==> config.mk <==
export PLATFORM = sky130hd
export DESIGN_NAME = stream_word_unpacker
export DESIGN_NICKNAME = d
export VERILOG_FILES = /design/src/rtl/stream_word_unpacker_pkg.sv /design/src/rtl/stream_word_unpacker_wbuf.sv /design/src/rtl/stream_word_unpacker.sv
export SDC_FILE = /design/constraint.sdc
export NUM_CORES = 1
export LEC_CHECK = 0
export ABC_AREA = 1
export CORE_MARGIN = 5
export CORE_UTILIZATION = 48
export CTS_BUF_LIST = sky130_fd_sc_hd__clkbuf_4 sky130_fd_sc_hd__clkbuf_8 sky130_fd_sc_hd__clkbuf_16
export DETAILED_ROUTE_END_ITERATION = 7
export PLACE_DENSITY_LB_ADDON = 0.1
export SLEW_MARGIN = 20
export SYNTH_ARGS = -nofsm -noshare
export SYNTH_HDL_FRONTEND = slang
export SYNTH_HIERARCHICAL = 1
export SYNTH_SLANG_ARGS = --single-unit
==> constraint.sdc <==
create_clock -name CLK -period 4.55 [get_ports CLK]
set_input_delay 0.6825 -clock CLK [delete_from_list [all_inputs] [get_ports CLK]]
set_output_delay 0.6825 -clock CLK [all_outputs]
set_load 0.02 [all_outputs]
==> src/rtl/stream_word_unpacker_pkg.sv <==
// Shared widths, derived lane geometry and FSM encoding for the word-to-key unpacker.
package stream_word_unpacker_pkg;

  localparam int SORTW_DEF = 32;
  localparam int DRAMW_DEF = 64;
  localparam int ELEMS_DEF = DRAMW_DEF / SORTW_DEF;

  // Counter width that stays at least one bit for degenerate sizes.
  function automatic int lane_bits(input int elems);
    return (elems > 1) ? $clog2(elems) : 1;
  endfunction

  localparam int LANE_W_DEF     = lane_bits(ELEMS_DEF);
  localparam int UNIT_ELEMS_DEF = 4 * ELEMS_DEF;

  typedef enum logic [1:0] {
    IDLE  = 2'd0,
    EMIT  = 2'd1,
    STALL = 2'd2
  } state_t;

endpackage

==> src/rtl/stream_word_unpacker_wbuf.sv <==
// Two-entry word FIFO: head is combinational from storage, full/empty/count from registered state only.
module unpack_wbuf #(
  parameter int W = 64
) (
  input  logic         clk,
  input  logic         rst_n,
  input  logic         enq,
  input  logic         deq,
  input  logic [W-1:0] din,
  output logic [W-1:0] head,
  output logic         empty,
  output logic         full,
  output logic [1:0]   count
);

  logic [W-1:0] mem [2];
  logic         wptr;
  logic         rptr;

  always_ff @(posedge clk) begin
    if (!rst_n) begin
      wptr  <= 1'b0;
      rptr  <= 1'b0;
      count <= 2'd0;
    end else begin
      if (enq) wptr <= ~wptr;
      if (deq) rptr <= ~rptr;
      case ({enq, deq})
        2'b10:   count <= count + 2'd1;
        2'b01:   count <= count - 2'd1;
        default: count <= count;
      endcase
    end
  end

  // Storage is not reset; occupancy alone decides what is valid.
  always_ff @(posedge clk) begin
    if (enq) mem[wptr] <= din;
  end

  assign head  = mem[rptr];
  assign empty = (count == 2'd0);
  assign full  = count[1];

endmodule

==> src/rtl/stream_word_unpacker.sv <==
// Serialises DRAMW words into SORTW keys (lane 0 first), one key per cycle, with per-unit last flag.
// Optional STREAM_UNPACK_ORDER_CHECK_EN adds a sticky in-unit descending-key detector on SORT_ERR.
module stream_word_unpacker
  import stream_word_unpacker_pkg::*;
#(
  parameter int SORTW      = SORTW_DEF,
  parameter int DRAMW      = DRAMW_DEF,
  parameter int UNIT_ELEMS = UNIT_ELEMS_DEF
) (
  input  logic             CLK,
  input  logic             RST,
  input  logic [DRAMW-1:0] DIN,
  input  logic             DINV,
  output logic             DIN_RDY,
  output logic [SORTW-1:0] DOUT,
  output logic             DOUT_ENQ,
  input  logic             DOUT_FULL,
  output logic             DOUT_LAST,
  output logic             SORT_ERR
);

  localparam int ELEMS  = DRAMW / SORTW;
  localparam int LANE_W = lane_bits(ELEMS);
  localparam int UCNT_W = lane_bits(UNIT_ELEMS);

  logic [DRAMW-1:0]  head;
  logic              buf_empty;
  logic              buf_full;
  logic [1:0]        buf_count;
  logic              accept;
  logic              issue;
  logic              pop;
  logic [LANE_W-1:0] lane;
  logic              lane_last;
  logic [UCNT_W-1:0] ucnt;
  logic              ucnt_last;
  logic [SORTW-1:0]  key;
  state_t            state_q;
  state_t            state_d;

  assign DIN_RDY   = !buf_full;
  assign accept    = DINV && !buf_full;
  assign issue     = !buf_empty && !DOUT_FULL;
  assign lane_last = (lane == LANE_W'(ELEMS - 1));
  assign ucnt_last = (ucnt == UCNT_W'(UNIT_ELEMS - 1));
  assign pop       = issue && lane_last;

  unpack_wbuf #(.W(DRAMW)) u_wbuf (
    .clk   (CLK),
    .rst_n (RST),
    .enq   (accept),
    .deq   (pop),
    .din   (DIN),
    .head  (head),
    .empty (buf_empty),
    .full  (buf_full),
    .count (buf_count)
  );

  always_comb begin
    key = '0;
    for (int k = 0; k < ELEMS; k++) begin
      if (lane == LANE_W'(k)) key = head[k*SORTW +: SORTW];
    end
  end

  always_ff @(posedge CLK) begin
    if (!RST) begin
      state_q <= IDLE;
      lane    <= '0;
      ucnt    <= '0;
    end else begin
      state_q <= state_d;
      if (issue) begin
        lane <= lane_last ? '0 : lane + LANE_W'(1);
        ucnt <= ucnt_last ? '0 : ucnt + UCNT_W'(1);
      end
    end
  end

  always_comb begin
    state_d = state_q;
    case (state_q)
      IDLE:    if (accept) state_d = EMIT;
      EMIT: begin
        if (DOUT_FULL)
          state_d = STALL;
        else if (pop && buf_count == 2'd1 && !accept)
          state_d = IDLE;
      end
      STALL:   if (!DOUT_FULL) state_d = EMIT;
      default: state_d = IDLE;
    endcase
  end

  always_ff @(posedge CLK) begin
    if (!RST) begin
      DOUT      <= '0;
      DOUT_ENQ  <= 1'b0;
      DOUT_LAST <= 1'b0;
    end else begin
      DOUT_ENQ  <= issue;
      DOUT_LAST <= issue && ucnt_last;
      if (issue) DOUT <= key;
    end
  end

`ifdef STREAM_UNPACK_ORDER_CHECK_EN
  logic [SORTW-1:0] prev_key;
  logic             sort_err_q;

  // The first key of a unit (ucnt == 0) starts a fresh ordering run.
  always_ff @(posedge CLK) begin
    if (!RST) begin
      prev_key   <= '0;
      sort_err_q <= 1'b0;
    end else if (issue) begin
      prev_key <= key;
      if (ucnt != '0 && key < prev_key) sort_err_q <= 1'b1;
    end
  end

  assign SORT_ERR = sort_err_q;
`else
  assign SORT_ERR = 1'b0;
`endif

endmodule

==> summary.md, run 1 <==
| Metric | Value |
|---|---|
| Cell Rows | `45` |
| Fin Setup TNS | `0 ns` |
| Final Hold Fails | `0` |
| Cells resized by post-CTS repair | `0` |
| Die Ht | `133 µm` |
| CP Class | `in2reg` |
| DIE WIDTH | `133 µm` |
| WL/cell | `14.6 µm` |
| Diode count | `0` |
| Detailed Routing Iterations Pass 1 | `5` |
| All-Layer GR Usage | `between 15 and 20%` |
| Residual DRC | `0` |
| Setup repair bufs after CTS | `0` |
| Mapped Cells | `608` |
| Most frequent cells in the layout | `128 x edfxtp_1, 114 x nor2_1, 108 x nand2_1` |
| Leakage | `3.46 nW` |
| Final hold slack | `0.514 ns` |
| Syn_nets | `679` |
| Io pins | `104` |
| Largest net degree at the start of global routing | `66` |
| Slew Limit Fails | `0` |
| Worst Tran Pin Value | `0.955 ns` |
| Period utilization | `53.0%` |
| DP HPWL | `8.14 mm` |
| Total grt overflow | `0` |
| Startpoint Class | `input pin` |
| GPL Wtd Cong | `0.700` |
| Die area | `17700 µm²` |
| CTS tree | `done` |
| R2R setup slack | `approximately 2.4 ns` |
| Core Box Area | `15000 µm²` |
| Sequential Area | `4710 µm²` |
| Clock buffers created by TritonCTS | `17` |
| Worst skew pair latency | `about 0.42 ns` |
| Clk_skew | `0.00606 ns` |
| Worst EP arrival | `2.52 ns` |
| CP max-delay cell | `inv_2` |
| Initial Util | `48.4%` |
| Netlist area before placement | `7270 µm²` |
| Fmax achieved | `0.415 GHz` |
| Clk buf depth | `2` |
| Final worst path period need | `around 2.4 ns` |
| # port buffers | `a little over 100` |
| Crit path buf inv count | `4` |
| Crit-path leading delay family | `buffers and inverters` |
| Syn. warnings | `6` |
| HP Class | `reg2reg` |
| Vias/cell | `4.70` |
| Antenna violations before repair | `0` |
| Max-Cap Viols | `0` |
| Crit path largest cell delay | `0.69 ns` |
| Relative slew slack | `between 30% and 40%` |
| Multi-input gate area in the final layout | `about 2100 µm²` |
| DRT iter0 DRCs | `212` |
| Final wirelength | `13.3 mm` |
| H-tree depth | `4` |
| Cell Chain, Critical Path | `clkdlybuf4s50_1 > inv_1 > nor2_1 > nand2_1 > inv_2 > buf_4` |
| Crit path max fanout | `42` |
| Nets | `778` |
| Clk sinks | `171` |
| Cell area power density | `421 nW/µm²` |
| Outcome | `completed` |
| VDD IR max | `0.000258 V` |
| Clock root buffer | `clkbuf_16` |
| RSZ-0062 raised after global routing | `false` |
| First-pass GRT wire length | `21.5 mm` |
| Share of cells above drive strength 1 | `15.3%` |
| Required @ worst endpoint | `about 4.7 ns` |
| Synthesized area per cell | `approximately 12 µm²` |
| Area Overhead vs Synth | `22.8%` |
| Vias post-DR | `4272` |
| Final ANT Viol Nets | `0` |
| Hold-fix buffers at CTS | `0` |
| Crit end category | `flop` |
| Fillers | `1256` |
| Setup violators final | `0` |
| Worst-path clk slew | `0.06 ns` |
| Vias in the first global route | `4292` |
| Most common cell after layout, fill and taps aside | `edfxtp_1` |
-- worst min-delay path, cell delays in order (launching register included) --
cell	delay (ns)
dfxtp_1	0.32
nor2_1	0.10
nor2_1	0.05
-- area by class of cell --
| type | instances | share of cell area (%) |
|---|---|---|
| tap | 188 | 2.64 |
| clock inverter | 2 | 0.392 |
| multi-input combinational | 332 | 23.0 |
| sequential | 171 | 52.8 |
| timing repair buffer | 109 | 12.0 |
| clock buffer | 30 | 6.07 |
| inverter | 76 | 3.20 |
-- path summary, 6_finish.rpt --
check / start / to / cells after the start
min: ucnt[0] / ucnt[0] / 2
min reg2reg: ucnt[0] / ucnt[0] / 2
max reg2reg: flop / DOUT[27] / 6
max: DINV / u_wbuf/mem[1][48] / 6
-- registers in the layout (all words and copies together), names as in the netlist, named ones only --
signal	flops
DOUT_ENQ	1
u_wbuf/mem	128
u_wbuf/rptr	1
ucnt	3
u_wbuf/wptr	1
u_wbuf/count	2
DOUT_LAST	1
DOUT	32
lane	1
-- layer usage --
metal | vias to the layer above | track usage (%) | routed length [µm]
met5 | - | 0 | 0
met2 | 76 | 26.1 | 6530
met4 | 0 | 6.76 | 230
met3 | 19 | 4.07 | 481
li1 | 2176 | - | -
met1 | 2001 | 19.3 | 6050
-- power by group --
| part | switching, mW | internal [mW] |
|---|---|---|
| clock | 0.535 | 0.857 |
| combinational | 0.265 | 0.241 |
| sequential | 0.0497 | 1.81 |
-- stage by stage --
step	cells	area, µm²	total power, mW	setup WS (ns)	utilization [%]
final	908	8930	3.76	2.14	59.4
after global routing	908	8930	3.93	1.98	59.4
after CTS	908	8930	3.80	2.11	59.4
after detailed placement	876	8350	2.41	1.67	55.5
after global placement	876	8350	2.39	1.69	55.5
after floorplan	608	7270	2.21	0.467	-
Note: power is estimated with default switching activity, not from simulation.
==> inputs of run 2 (changes only) <==
==> constraint.sdc (replaced) <==
create_clock -name CLK -period 2.01 [get_ports CLK]
set_input_delay 0.3015 -clock CLK [delete_from_list [all_inputs] [get_ports CLK]]
set_output_delay 0.3015 -clock CLK [all_outputs]
set_load 0.02 [all_outputs]
==> run 2 against run 1 <==
  * Critical path type is now reg2out
  * First-iteration DRC count rose by 8.5%
  * Worst hold slack got worse by 0.23 ns
  * Die area did not move
  * Power rose by 130%
  * Largest cell class unchanged
  * Wire length rose by 3.2%
  * Via count rose by 1.6%
  * Non-clock buffer count rose by 8
  * Critical endpoint is now DIN_RDY
  * Design area rose by 2.4%
  * Combinational power rose by 140%
  * Final cell count rose by 0.88%
  * Clock power rose by 150%
  * Largest power group unchanged
==> summary.md, run 2 (synthesized netlist as in run 1, its figures left out) <==
| Metric | Value |
|---|---|
| Max reg flops | `128 (unchanged)` |
| Most frequent cells in the layout | `128 x edfxtp_1, 114 x nor2_1, 108 x nand2_1 (unchanged)` |
| Nets | `786 (was 778)` |
| Leakage | `3.53 nW (was 3.46 nW)` |
| Crit end category | `output pin (was flop)` |
| Worst Tran Pin Value | `0.677 ns (was 0.955 ns)` |
| GPL Wtd Cong | `0.708 (was 0.700)` |
| CTS tree | `done (unchanged)` |
| Largest net degree at the start of global routing | `66 (unchanged)` |
| Total grt overflow | `0 (unchanged)` |
| Final Hold Fails | `0 (unchanged)` |
| Clk sinks | `171 (unchanged)` |
| Fillers | `1228 (was 1256)` |
| Core Box Area | `15000 µm² (unchanged)` |
| Relative slew slack | `54.9% (was 36.2%)` |
| Biggest register | `u_wbuf/mem (unchanged)` |
| VDD IR max | `0.000597 V (was 0.000258 V)` |
| Clk buf depth | `2 (unchanged)` |
| Antenna violations before repair | `0 (unchanged)` |
| Vias/cell | `4.74 (was 4.70)` |
| DRT iter0 DRCs | `230 (was 212)` |
| Cell Rows | `45 (unchanged)` |
| Worst EP arrival | `1.49 ns (was 2.52 ns)` |
| Multi-input gate area in the final layout | `2050 µm² (unchanged)` |
| Cell area power density | `966 nW/µm² (was 421 nW/µm²)` |
| Top Registers | `u_wbuf/mem: 128 flops, DOUT: 32 flops, ucnt: 3 flops (unchanged)` |
| Cells resized by post-CTS repair | `0 (unchanged)` |
| Hold-fix buffers at CTS | `0 (unchanged)` |
| CP Class | `reg2out (was in2reg)` |
| Sequential Area | `4710 µm² (unchanged)` |
| Final wirelength | `13.7 mm (was 13.3 mm)` |
| Final worst path period need | `1.79 ns` |
| Initial Util | `48.4% (unchanged)` |
| Most common cell after layout, fill and taps aside | `edfxtp_1 (unchanged)` |
| Residual DRC | `0 (unchanged)` |
| DIE WIDTH | `133 µm (unchanged)` |
| Share of cells above drive strength 1 | `16.2% (was 15.3%)` |
| H-tree depth | `4 (unchanged)` |
| Final ANT Viol Nets | `0 (unchanged)` |
| RSZ-0062 raised after global routing | `false (unchanged)` |
| Required @ worst endpoint | `1.71 ns (was 4.66 ns)` |
| Crit path max fanout | `5 (was 42)` |
| Fin Setup TNS | `0 ns (unchanged)` |
| Clock buffers created by TritonCTS | `17 (unchanged)` |
| Detailed Routing Iterations Pass 1 | `4 (was 5)` |
| Diode count | `0 (unchanged)` |
| # port buffers | `102 (unchanged)` |
| Worst-path clk slew | `0.06 ns (about the same)` |
| Setup violators final | `0 (unchanged)` |
| Period utilization | `88.9%` |
| Die Ht | `133 µm (unchanged)` |
| Vias post-DR | `4340 (was 4272)` |
| Slew Limit Fails | `0 (unchanged)` |
| HP Class | `in2reg (was reg2reg)` |
| WL/cell | `15.0 µm (was 14.6 µm)` |
| Area Overhead vs Synth | `25.7% (was 22.8%)` |
| DP HPWL | `8.85 mm (was 8.14 mm)` |
| Io pins | `104 (unchanged)` |
| Worst skew pair latency | `0.42 ns (about the same)` |
| Max-Cap Viols | `0 (unchanged)` |
| Outcome | `completed (unchanged)` |
| Startpoint Class | `flop (was input pin)` |
| Vias in the first global route | `4435 (was 4292)` |
| Clock root buffer | `clkbuf_16 (unchanged)` |
| Setup repair bufs after CTS | `0 (unchanged)` |
| First-pass GRT wire length | `22.2 mm (was 21.5 mm)` |
| Fin util | `60.8% (was 59.4%)` |
| All-Layer GR Usage | `16.5% (was 15.7%)` |
| Die area | `17700 µm² (unchanged)` |
| Fmax achieved | `about 0.56 GHz` |
| Clk_skew | `0.00556 ns (was 0.00606 ns)` |
==> run 2: worst max-delay path: stages (launching register included) <==
cell	delay (ns)
dfxtp_1	0.43
inv_1	0.09
clkdlybuf4s50_1	0.54
==> run 2: cell type report <==
cell class | count | area share [%]
flip-flops and latches | 171 | 51.5
multi-input cells | 332 | 22.4
repair buffers | 117 | 13.3
clock buffers | 22 | 5.46
inverters | 76 | 3.16
well taps | 188 | 2.57
clock inverters | 10 | 1.51
==> run 2: worst paths after layout <==
check | from | end | slack, ns | cells past startpoint
worst max-delay path | u_wbuf/count[1] | DIN_RDY | 0.22 | 2
worst min-delay path | RST | u_wbuf/wptr | 0.28 | 3
worst max register to register | flop | DOUT[31] | 0.42 | 6
worst min register to register | ucnt[0] | ucnt[0] | 0.51 | 2
==> run 2: stage by stage <==
| step | total power [mW] | cell area, µm² | worst slack [ns] | cells | hold slack (ns) |
|---|---|---|---|---|---|
| floorplan | 5.00 | 7280 | 0.0685 | 608 | 0.400 |
| global placement | 5.47 | 8500 | 0.140 | 884 | 0.481 |
| detailed placement | 5.51 | 8500 | 0.124 | 884 | 0.502 |
| CTS | 8.96 | 9140 | 0.171 | 916 | 0.267 |
| global route | 9.22 | 9140 | 0.136 | 916 | 0.299 |
| finish | 8.83 | 9140 | 0.223 | 916 | 0.285 |
==> run 2: routing by layer <==
layer	vias up	share of wire [%]	track usage, %
li1	2188	-	-
met1	2045	41	19.1
met2	93	52	28.3
met3	14	5.8	5.59
met4	0	1.4	6.18
met5	-	0	0
==> run 2: power by group <==
part | internal [mW] | leakage [nW] | switching (mW)
sequential | 4.09 | 1.55 | 0.102
combinational | 0.588 | 1.67 | 0.630
clock | 2.14 | 0.311 | 1.28
total | 6.82 | 3.53 | 2.01
==> inputs of run 3 (changes only) <==
--- a/config.mk
+++ b/config.mk
@@ -9,6 +9,7 @@
 export CORE_MARGIN = 5
 export CORE_UTILIZATION = 48
 export CTS_BUF_LIST = sky130_fd_sc_hd__clkbuf_4 sky130_fd_sc_hd__clkbuf_8 sky130_fd_sc_hd__clkbuf_16
+export CTS_CLUSTER_DIAMETER = 100
 export DETAILED_ROUTE_END_ITERATION = 7
 export PLACE_DENSITY_LB_ADDON = 0.1
 export SLEW_MARGIN = 20
==> results of run 3 <==
Final layout, timing and power as in run 2 (identical DEF).
